**src/rtl/mux_4to1_rr.sv**
```systemverilog
// Round-robin 4-to-1 valid/ready merge with one registered output stage and source tag on sel.
// Optional per-channel accepted-transfer counters are built when MUX_CNT_EN is defined.
module mux_4to1_rr #(
  parameter int WIDTH = 1,
  parameter int CNT_W = 8
) (
  input  logic             clk,
  input  logic             rst_n,
  input  logic [WIDTH-1:0] i0,
  input  logic [WIDTH-1:0] i1,
  input  logic [WIDTH-1:0] i2,
  input  logic [WIDTH-1:0] i3,
  input  logic             v0,
  input  logic             v1,
  input  logic             v2,
  input  logic             v3,
  output logic             r0,
  output logic             r1,
  output logic             r2,
  output logic             r3,
  output logic [WIDTH-1:0] o,
  output logic [1:0]       sel,
  output logic             o_valid,
  input  logic             o_ready
`ifdef MUX_CNT_EN
  ,
  output logic [CNT_W-1:0] cnt0,
  output logic [CNT_W-1:0] cnt1,
  output logic [CNT_W-1:0] cnt2,
  output logic [CNT_W-1:0] cnt3
`endif
);

  if (WIDTH < 1 || CNT_W < 1) begin : g_param_check
    $error("mux_4to1_rr: WIDTH and CNT_W must be at least 1");
  end

  logic [WIDTH-1:0] data_s [4];
  logic [3:0]       v_s;
  logic [3:0]       ready_s;
  logic             load_en_s;
  logic             any_s;
  logic [1:0]       gnt_s;
  logic [2:0]       pick_s;

  logic [WIDTH-1:0] o_q, o_d;
  logic [1:0]       sel_q, sel_d;
  logic [1:0]       last_q, last_d;
  logic             valid_q, valid_d;

  // Returns {found, index} of the first requester after 'last' in circular order.
  function automatic logic [2:0] rr_pick(input logic [3:0] req, input logic [1:0] last);
    logic [2:0] res;
    logic [1:0] idx;
    res = 3'b000;
    for (int k = 1; k <= 4; k++) begin
      idx = last + k[1:0];
      if (!res[2] && req[idx]) begin
        res = {1'b1, idx};
      end else begin
        res = res;
      end
    end
    return res;
  endfunction

  assign data_s[0] = i0;
  assign data_s[1] = i1;
  assign data_s[2] = i2;
  assign data_s[3] = i3;
  assign v_s       = {v3, v2, v1, v0};

  // Arbitration, per-channel ready and next-state of the output stage.
  always_comb begin
    load_en_s = !valid_q || o_ready;
    pick_s    = rr_pick(v_s, last_q);
    any_s     = pick_s[2];
    gnt_s     = pick_s[1:0];
    ready_s   = 4'b0000;
    o_d       = o_q;
    sel_d     = sel_q;
    last_d    = last_q;
    valid_d   = valid_q;
    // Ready is forced low during reset so no source sees a phantom transfer.
    if (rst_n && load_en_s && any_s) begin
      ready_s[gnt_s] = 1'b1;
    end else begin
      ready_s = 4'b0000;
    end
    if (load_en_s) begin
      if (any_s) begin
        o_d     = data_s[gnt_s];
        sel_d   = gnt_s;
        last_d  = gnt_s;
        valid_d = 1'b1;
      end else begin
        valid_d = 1'b0;
      end
    end else begin
      valid_d = valid_q;
    end
  end

  // Output register stage and round-robin pointer.
  always_ff @(posedge clk or negedge rst_n) begin
    if (!rst_n) begin
      o_q     <= '0;
      sel_q   <= 2'd0;
      last_q  <= 2'd3;
      valid_q <= 1'b0;
    end else begin
      o_q     <= o_d;
      sel_q   <= sel_d;
      last_q  <= last_d;
      valid_q <= valid_d;
    end
  end

  assign r0      = ready_s[0];
  assign r1      = ready_s[1];
  assign r2      = ready_s[2];
  assign r3      = ready_s[3];
  assign o       = o_q;
  assign sel     = sel_q;
  assign o_valid = valid_q;

`ifdef MUX_CNT_EN
  logic [CNT_W-1:0] cnt_q [4];

  // Per-channel accepted-transfer counters, wrapping naturally at 2^CNT_W.
  always_ff @(posedge clk or negedge rst_n) begin
    if (!rst_n) begin
      for (int k = 0; k < 4; k++) begin
        cnt_q[k] <= '0;
      end
    end else begin
      for (int k = 0; k < 4; k++) begin
        if (v_s[k] && ready_s[k]) begin
          cnt_q[k] <= cnt_q[k] + CNT_W'(1);
        end else begin
          cnt_q[k] <= cnt_q[k];
        end
      end
    end
  end

  assign cnt0 = cnt_q[0];
  assign cnt1 = cnt_q[1];
  assign cnt2 = cnt_q[2];
  assign cnt3 = cnt_q[3];
`endif

endmodule

```
**config.mk**
```make
export PLATFORM = sky130hd
export DESIGN_NAME = mux_4to1_rr
export DESIGN_NICKNAME = d
export VERILOG_FILES = /design/src/rtl/mux_4to1_rr.sv
export SDC_FILE = /design/constraint.sdc
export NUM_CORES = 1
export LEC_CHECK = 0
export BUFFER_PORTS_ARGS = -buffer_cell sky130_fd_sc_hd__clkbuf_2
export CAP_MARGIN = 20
export CORE_AREA = 4 4 41 43
export DETAILED_ROUTE_END_ITERATION = 16
export DIE_AREA = 0 0 45 47
export PLACE_DENSITY = 0.67
export SYNTH_ARGS = -nofsm -noshare
export SYNTH_HDL_FRONTEND = slang
export SYNTH_SLANG_ARGS = --single-unit
```
**constraint.sdc**
```tcl
create_clock -name clk -period 4.55 [get_ports clk]
set_input_delay 0.6825 -clock clk [delete_from_list [all_inputs] [get_ports clk]]
set_output_delay 0.6825 -clock clk [all_outputs]
set_load 0.01 [all_outputs]
```
==> summary by stage, run 1 <==
Job
Max-cap violations in this run came to 0.

GRT
The number of antenna violations at the first check in global routing is 0. The wire length of the first global-routing pass is 1380 um. Entering global routing, the biggest net connects 10 pins. The number of global-route vias before repair is 352. The total overflow left after global routing is 0. The total global routing track utilization is 8.98%.

Timing
The final number of max-transition violations is 0. The number of setup violations in the final report is 0. The achievable frequency is 393 MHz. The hold violation count in the final report is 0.

Setup repair after global routing left no endpoint under its margin. Counting I/O delays and the setup requirement, the final critical path takes 2540 ps. Between clock sinks in the finished design, the worst skew comes to 9.94 ps. The setup total negative slack is 0 ps. The share of the cycle needed by the critical path after routing is 55.9%.

At the pin with the least slew margin, the transition time is 218 ps. The relative slew slack is 85.5%.

Worst setup path
The required time at the endpoint of the critical path is 3870 ps. The kind of launch point of the worst setup path is an input port. The critical path data arrival time is 1860 ps. STA classifies the critical path endpoint as an output pin. The class of the most critical setup path is in2out. In this run the worst path has a maximum fanout of 5.

Drt
The post-detailed-route count of antenna-violating nets is 0. The final route contains 367 vias. The detailed router used layers up to and including met4.

The met3 wire length is 70 um. In the detailed route, the total length drawn on met2 is 360 um. In the final routing, the length of wire on met1 measures 393 um.

The via density per instance is 4.71. The average wire length per cell after detail routing is 10.8 um. The first-iteration detailed-routing DRC count is 3. For this run, the detailed router's first-pass iteration total came to 4. The remaining design rule violation count is 0. The final wirelength is 840 um.

Synth
The netlist uses 21 different library cells. Synthesis inferred 6 register bits. The count of yosys warnings during synthesis is 0. The synthesized netlist cell count is 43.

Of the synthesized area, sequential elements account for 37.9%. The synthesized area is 403 um^2. When the netlist entered floorplanning its net count stood at 54.

The average instance in the mapped netlist occupies 9.37 um^2.

Die
The core region area is 1300 um^2. From bottom edge to top edge, the die measures 47 um. Row generation in the floorplan step produced 13 rows. The boundary pin count is 19.

The starting density of the core is 31.0%. The die covers 2120 um^2. The die boundary width is 45 um.

Outcome
The run finished with clean final reports.

Pwr
The analysis attributes to cell leakage a power of 0.251 nW. The sequential fraction of design power is 40.4%. The clock network fraction of total power is 26.5%.

The power per unit of standard cell area is 351 nW/um^2. IR analysis of the VDD net gives a maximum drop of 0.198 mV. For this design the total switching power over the nets is 60.4 uW. The total internal power is 125 uW.

Of the total power, combinational logic draws 33.1%. The switching share of total power is 32.5%.

CTS
Clock-pin slew was measured on the worst setup and hold paths at 50 ps. CTS built an H-tree with a depth of 1. The post-CTS repair timing setup buffer count is 0. The master cell of the clock root buffer is clkbuf_4.

The number of hold buffers added after CTS was 0. Counting every sink on the clock net gives 6. The clock buffer count from CTS is 3. The worst-skew pair later-pin latency is 250 ps. The post-cts sizing count is 0. The CTS tree is done. The clock passes through at most 2 buffers.

Cells and area
The synthesis-to-finish area growth is 31.4%. The ratio of cells with drive above 1 in the final layout is 46.0%. The final-stage net count is 76.

In the layout the commonest cells are 18 x clkbuf_2, 10 x nand2_1, 4 x dfrtp_1. The most common library cell in the layout ignoring fill and taps is clkbuf_2. The final antenna diode count is 0. The count of non-filler cells in the finished layout is 78.

Placed design
The total instance count after detailed placement is 75. The last weighted congestion value of the routability-driven placer is 0.674. In this run the tool buffered the top-level ports with 18 buffer cells.

After legalization and detailed placement, the total HPWL measured 698 um.

Hold path
The tightest min-delay check is of the in2async type.
## Yosys cell counts
cell type	number	area share, %
mux2i_1	3	7.5
nor2b_1	1	1.6
and2_4	1	2.2
nand2_4	1	2.8
or4_4	1	2.8
nor3b_1	3	5.6
o221a_2	1	2.8
a21oi_1	1	1.2
a21o_1	1	1.9
buf_2	1	1.2
nand2b_1	3	4.7
nand2_1	10	9.3
nand3b_1	1	1.9
nor2_1	2	1.9
o211ai_1	1	1.9
nor3_1	2	2.5
dfrtp_1	4	25
nand2_2	1	1.6
dfstp_2	2	13
o21a_1	2	3.7
a31oi_4	1	5.3
## worst paths after layout
check	from	endpoint	slack (ps)	depth (start not counted)
max	v3	r3	2010	6
min	rst_n	sel[1]	270	1
max reg2reg	last_q[1]	o	3020	4
min reg2reg	sel[1]	sel[1]	480	2
max in group asynchronous	rst_n	last_q[0]	4030	1
min in group clk	sel[1]	sel[1]	480	2
## power by group through the flow
stage          Clock, mW  Sequential [mW]  Combinational, mW
4_1_cts           0.0515           0.0752             0.0628
2_1_floorplan          0           0.0747             0.0425
6_report          0.0492           0.0751             0.0615
3_5_place_dp           0           0.0761             0.0624
5_1_grt           0.0537           0.0767             0.0687
3_3_place_gp           0           0.0753             0.0622
## flip-flops by register name, indices dropped and copies added, names as in the netlist
register and count:
o_valid 1, o 1, last_q 2, sel 2
## cell families (layout without fill, tap and decap cells)
| logic type | count (synthesis) | count (layout) | synth area share, % |
|---|---|---|---|
| multiplexers | 3 | 3 | 7.45 |
| AND/OR/NAND/NOR | 26 | 26 | 36.7 |
| flip-flops | 6 | 6 | 37.9 |
| AO/OA/AOI/OAI | 7 | 7 | 16.8 |
| buffers and inverters | 1 | 21 | 1.24 |
## critical path, cell delays in order
cell and delay, ps:
clkbuf_2 120, or4_4 570, and2_4 200, nand2_2 100, nor3b_1 60, clkbuf_2 130
## through the flow
step,util (%),cell area (um^2),hold WS (ps),worst slack [ps],power (mW)
CTS,40.7,529,262,2010,0.190
floorplan,-,403,387,2290,0.117
global placement,38.9,507,471,2020,0.138
finish,40.7,529,266,2010,0.186
detailed placement,38.9,507,470,2010,0.139
global route,40.7,529,269,1950,0.199
## routing by layer
layer | global-route usage (%) | up-vias
li1 | - | 191
met1 | 11.6 | 160
met2 | 13.3 | 14
met3 | 2.68 | 2
met4 | 5.26 | 0
met5 | 0 | -
## cell type report
class	count	area (um^2)
Sequential cell	6	153
Multi-Input combinational cell	36	245
Tap cell	15	18.8
Fill cell	138	772
Timing Repair Buffer	18	90.1
Clock buffer	3	22.5
No activity file was read; power rests on OpenSTA's default activity.
==> inputs of run 2 (changes only) <==
==> constraint.sdc (replaced) <==
create_clock -name clk -period 2.4 [get_ports clk]
set_input_delay 0.36 -clock clk [delete_from_list [all_inputs] [get_ports clk]]
set_output_delay 0.36 -clock clk [all_outputs]
set_load 0.01 [all_outputs]
==> summary by stage, run 2 (synthesized netlist as in run 1, its figures left out) <==
Timing
The relative slew slack came to 85.3% (-0.16 points). The share of the cycle needed by the critical path after routing is 86.7%. Timing would allow up to 481 MHz. The worst clock skew on the final layout is 1.28 ps (-8.66 ps).

The number of setup violations in the final report came to 0 (unchanged). The hold violation count in the final report is 0 (unchanged). The setup total negative slack was 0 ps (unchanged). The worst-case setup margin in the final layout is 319 ps (-1690 ps).

The slew at the pin closest to its max-slew limit was 221 ps (+2.37 ps). Setup repair after global routing left no endpoint under its margin. The final number of max-transition violations is 0 (unchanged). The worst path in the final design needs a cycle of 2080 ps, including I/O delays and setup.

Worst setup path
The biggest cell delay along the critical path is 590 ps (+20 ps). The biggest fanout along the worst timing path was 7 (+2). The critical path data arrival time was 1720 ps (-140 ps). The kind of launch point of the worst setup path is a flip-flop. The critical path in this run is classified as reg2out. The critical path goes through mux2i_1 > o221a_2 > nand2_1 > nor3_1 > clkbuf_2. The required time at the endpoint of the critical path was 2040 ps (-1830 ps). The worst setup path is captured at an output pin. Among all stages on the critical path, the largest delay is contributed by dfstp_2.

GRT
The maximum number of pins on one net before global-route repair is 10 (unchanged). The wire length of the first global-routing pass is 1460 um (+5.4%). The number of antenna violations at the first check in global routing is 0 (unchanged). The global-route congestion overflow total is 0 (unchanged). The total global routing track utilization is 9.71% (+0.72 points). The number of global-route vias before repair is 379 (+7.7%).

Die
The starting density of the core is 31.0% (unchanged). The number of cell rows is 13 (unchanged). The core region area is 1300 um^2 (unchanged). The vertical extent of the die was 47 um (unchanged).

The boundary pin count came to 19 (unchanged). The full die area came to 2120 um^2 (unchanged). The die boundary width is 45 um (unchanged).

Drt
The remaining design rule violation count is 0 (unchanged). The first-iteration detailed-routing DRC count is 4 (+1). The number of detailed-route iterations in the first pass came to 6 (+2). The via density per instance is 5.03 (+6.8%). The post-detailed-route count of antenna-violating nets is 0 (unchanged). The final wirelength was 891 um (+6.1%). The detailed-route via count was 397 (+8.2%). The average wire length per cell after detail routing is 11.3 um (+4.7%).

Cells and area
The share of the core filled with cells is 41.4% (+0.77 points). Compared with the post-synthesis result, the final layout area differs by 33.9%. The final-stage net count is 77 (+1.3%). Leaving out fill and tap cells, the most frequent cell in the layout is clkbuf_2. The count of fill cells added during filler insertion is 144 (+4.3%). The final antenna diode count is 0 (unchanged). The area of all placed cells without fillers is 539 um^2 (+1.9%). Leaving out fill and tap cells, the most frequent cells in the layout are 18 x clkbuf_2, 10 x nand2_1, 4 x dfrtp_1. The ratio of cells with drive above 1 in the final layout is 45.3% (-0.72 points).

CTS
The number of sinks on the clock net was 6 (unchanged). The post-CTS repair timing setup buffer count came to 0 (unchanged). The clock buffer count from CTS is 3 (unchanged).

The deepest level of the CTS H-tree is 1 (unchanged). TritonCTS built the clock tree. Clock tree synthesis selected as its root buffer the cell clkbuf_4. The clock input transition at the sequential cells of the worst setup and hold paths came to 40 ps (about the same). The maximum root-to-sink buffer count is 2 (unchanged). The worst-skew pair later-pin latency is 240 ps (about the same).

Placed design
The last weighted congestion value of the routability-driven placer is 0.691 (+2.5%). The half-perimeter wire length of the detailed placement result is 708 um (+1.4%). The number of port buffers is 18 (unchanged). The pre-CTS setup slack is 489 ps (-1520 ps). The area of placed instances is 507 um^2 (unchanged).

Pwr
The total leakage power is 0.255 nW (+1.7%). The power per unit of standard cell area is 656 nW/um^2 (+87%). The sum of internal, switching and leakage power is 354 uW (+90%). The peak supply drop is 0.314 mV (+58%).

Outcome
The run finished with clean final reports.

Job
The max-capacitance violation count is 0 (unchanged).

Hold path
The type of the tightest min-delay check is in2reg.
[run 2: per-stage QoR]
stage,hold slack [ps],cells
finish,436,79
global route,467,79
CTS,440,79
detailed placement,210,75
global placement,209,75
floorplan,64.4,43
[run 2: area by class of cell]
cell class / instances / area [um^2] / share of cell area [%]
repair buffers: 19 / 100 / 18.6
clock buffers: 3 / 22.5 / 4.18
flip-flops and latches: 6 / 153 / 28.3
well taps: 15 / 18.8 / 3.48
multi-input cells: 36 / 245 / 45.5
[run 2: critical path, delay by kind of cell, from the launching register on]
family / cells / cell delay, ps
flops: 1 / 590
compound gates: 1 / 300
simple gates: 2 / 230
mux: 1 / 200
buf+inv: 1 / 160
[run 2: final timing paths]
check	depth (start not counted)	endpoint	from	slack, ps
worst min register to register	2	sel[1]	sel[1]	480
worst min-delay path	3	o	i3	440
max in group asynchronous	2	last_q[0]	rst_n	1670
min in group asynchronous	2	sel[1]	rst_n	500
worst max-delay path	5	r0	last_q[1]	320
worst max register to register	4	o	last_q[1]	880
[run 2: per-layer routing]
metal / up-vias / global-route usage, % / routed length [um]
li1: 193 / - / -
met1: 187 / 11.4 / 406
met2: 14 / 15.5 / 419
met3: 3 / 1.15 / 42
met4: 0 / 8.77 / 24
met5: - / 0 / 0
[run 2: timing repair]
action	4_1_cts	5_1_grt
endpoints found under the setup margin	0	0
hold endpoints to repair	4	0
resized for setup	0	0
hold buffers	1	0
[run 2: report_power, final]
part / internal [mW] / total, mW / switching (mW) / leakage [nW]
clock: 0.0565 / 0.0922 / 0.0357 / 0.0138
combinational: 0.0561 / 0.119 / 0.0629 / 0.176
sequential: 0.126 / 0.142 / 0.0163 / 0.0656
==> inputs of run 3 (changes only) <==
==> config.mk (replaced) <==
export PLATFORM = sky130hd
export DESIGN_NAME = mux_4to1_rr
export DESIGN_NICKNAME = d
export VERILOG_FILES = /design/src/rtl/mux_4to1_rr.sv
export SDC_FILE = /design/constraint.sdc
export NUM_CORES = 1
export LEC_CHECK = 0
export ABC_AREA = 1
export BUFFER_PORTS_ARGS = -buffer_cell sky130_fd_sc_hd__clkbuf_2
export CAP_MARGIN = 20
export CORE_MARGIN = 4
export CORE_UTILIZATION = 30
export DETAILED_ROUTE_END_ITERATION = 16
export PLACE_DENSITY = 0.62
export SYNTH_ARGS = -nofsm -noshare
export SYNTH_HDL_FRONTEND = slang
export SYNTH_SLANG_ARGS = --single-unit
==> summary by stage, run 3 <==
Outcome
The run finished with clean final reports.

Worst setup path
The biggest fanout along the worst timing path is 8 (+1). The worst setup path is launched from a flip-flop. The required time at the endpoint of the critical path is 2040 ps (about the same). The critical path is of the reg2out type. The critical path data arrival time was 2000 ps (+280 ps). The number of cell instances on the worst register-to-register path is 13 (+9). The nature of the critical path endpoint is an output pin.

Pwr
The power per unit of standard cell area is 1530 nW/um^2 (+130%). The total leakage power is 0.454 nW (+78%). The peak supply drop came to 0.695 mV (+120%). The sum of internal, switching and leakage power is 1.23 mW (+250%).

Timing
The final period demand of the worst path came to 2360 ps (+275 ps). The worst hold slack is 403 ps (-32.9 ps). The achievable frequency is 424 MHz (-12%).

The slew at the pin closest to its max-slew limit is 191 ps (-30.0 ps). The final number of max-transition violations is 0 (unchanged). The hold violation count in the final report was 0 (unchanged). The relative slew slack was 87.2% (+1.9 points). The share of the cycle needed by the critical path after routing was 98.2% (+11 points). The worst clock skew on the final layout was 2.37 ps (+1.09 ps). Setup repair after global routing could not meet its margin everywhere. The number of setup violations in the final report came to 0 (unchanged).

Synth
The register bit total from synthesis is 6 (unchanged). The cell with the most instances after synthesis is nand2_1. The synthesized area is 623 um^2 (+55%). Ranked by instance count, the synthesized netlist is headed by 33 x nand2_1, 14 x nand2_2, 8 x inv_1, 8 x nand3_1. The number of nets produced by synthesis is 104 (+93%).

The largest total area in the synthesized netlist belongs to nand2_1. The count of distinct cell types in the synthesized netlist was 21 (unchanged). The mean area per synthesized cell is 6.70 um^2 (-28%). The proportion of register bits with asynchronous set or reset after synthesis is 100% (unchanged). The portion of synthesized cell area occupied by the leading cell type is 19.9% (-5.0 points). The synthesized netlist cell count is 93 (+120%).

After synthesis, the cell types taking the most area are nand2_1 20%, dfrtp_1 16%, nand2_2 14%. The share of the yosys chip area belonging to registers is 24.5% (-13 points). The top flip-flop cell by instance count after synthesis is dfrtp_1.

The number of enable-type register cells in the synthesized netlist is 0 (unchanged). The count of yosys warnings during synthesis is 0 (unchanged).

Job
The max-capacitance violation count came to 0 (unchanged).

Cells and area
The top cell types in the final layout, fill and taps aside, are 31 x nand2_1, 16 x nand2_2, 15 x clkbuf_2. The count of non-filler cells in the finished layout came to 144 (+82%). The ratio of cells with drive above 1 in the final layout is 50.4% (+5.1 points). The synthesis-to-finish area growth is 28.5%. The final-stage net count is 130 (+69%). The most common library cell in the layout ignoring fill and taps is nand2_1. The final antenna diode count is 0 (unchanged). The share of the core filled with cells was 40.8% (-0.63 points).

GRT
The number of global-route vias before repair is 638 (+68%). The total global routing track utilization came to 11.6% (+1.9 points). The global-route congestion overflow total is 0 (unchanged).

The number of antenna violations at the first check in global routing came to 0 (unchanged). The wire length of the first global-routing pass is 2470 um (+70%). The maximum number of pins on one net before global-route repair is 10 (unchanged).

CTS
The clock buffer count from CTS came to 3 (unchanged). The master cell of the clock root buffer is clkbuf_4. The worst-skew pair later-pin latency is 250 ps (about the same). The number of sinks on the clock net is 6 (unchanged). The maximum root-to-sink buffer count is 2 (unchanged). TritonCTS built the clock tree. The deepest level of the CTS H-tree is 1 (unchanged). The clock input transition at the sequential cells of the worst setup and hold paths is 50 ps (about the same).

Drt
The met3 wire length is 46 um (+9.5%). The average wire length per cell after detail routing is 9.94 um (-12%). The via density per instance is 4.56 (-9.3%). The post-detailed-route count of antenna-violating nets is 0 (unchanged). The uppermost layer routed is met4. The remaining design rule violation count is 0 (unchanged). The detailed-route via count is 656 (+65%). The number of detailed-route iterations in the first pass is 2 (-4). The met2 wirelength from detailed routing was 704 um (+68%). The final wirelength is 1430 um (+61%). The first-iteration detailed-routing DRC count was 6 (+2).

The routed metal-1 wirelength was 630 um (+55%).

Placed design
The half-perimeter wire length of the detailed placement result came to 1110 um (+57%). The last weighted congestion value of the routability-driven placer is 0.809 (+17%). The total instance count after detailed placement came to 137 (+83%).

The number of port buffers is 18 (unchanged).

Die
The vertical extent of the die is 53.6 um (+14%). The core region area is 1960 um^2 (+51%). The boundary pin count is 19 (unchanged). The full die area was 2870 um^2 (+36%). The starting density of the core was 31.8% (+0.80 points). The die boundary width came to 53.6 um (+19%). The number of cell rows is 16 (+3).

Hold path
The cell depth of the worst min-delay path is 4 (+1). The tightest min-delay check is of the in2reg type.
[run 3: repair_timing]
action	4_1_cts	5_1_grt
buffers inserted	0	3
endpoints found under the hold margin	4	0
endpoints found under the setup margin	0	4
resized for setup	0	6
hold buffers	1	0
[run 3: routing by layer]
metal  vias up  track usage (%)
met2        13             19.0
li1        338                -
met3         5             2.77
met5         -                0
met4         0             6.81
met1       300             13.7
[run 3: report_power, final]
part	switching (mW)	leakage [nW]	total [mW]	internal [mW]
Clock	0.0392	0.0138	0.0959	0.0567
Sequential	0.0583	0.0680	0.226	0.168
Combinational	0.568	0.372	0.905	0.337
[run 3: final timing paths]
| path | from | endpoint | slack, ps |
|---|---|---|---|
| hold / removal | o_ready | o_valid | 400 |
| max in group asynchronous | rst_n | last_q[1] | 1670 |
| setup / recovery | last_q[0] | r1 | 40 |
| min in group asynchronous | rst_n | sel[0] | 490 |
| hold reg to reg | sel[1] | sel[1] | 480 |
| setup reg to reg | last_q[0] | o | 610 |
[run 3: critical path: stages, from the launching register on]
cell and delay (ps):
dfstp_2 640, buf_4 150, nand2_1 70, nand2_4 100, nand2_4 50, a21boi_2 160
nand3_2 130, buf_4 160, nor3_2 140, buf_2 150
[run 3: final cells by class]
type	count	area, um^2
Timing Repair Buffer	22	123
Inverter	12	50.0
Fill cell	234	1160
Multi-Input combinational cell	74	419
Tap cell	27	33.8
Sequential cell	6	153
Clock buffer	3	22.5
[run 3: cells by family (layout without fill, tap and decap cells)]
group / after synthesis / in the layout / share of synthesized area, %
flops: 6 / 6 / 24.5
buf+inv: 13 / 37 / 9.84
compound gates: 5 / 5 / 6.02
simple gates: 69 / 69 / 59.6
[run 3: through the flow]
| step | worst slack [ps] | instance area [um^2] | TNS [ps] |
|---|---|---|---|
| floorplan | 505 | 623 | 0 |
| global placement | 316 | 736 | 0 |
| detailed placement | 290 | 736 | 0 |
| CTS | 9.91 | 768 | 0 |
| global route | -93.9 | 801 | -344 |
| finish | 44.2 | 801 | 0 |
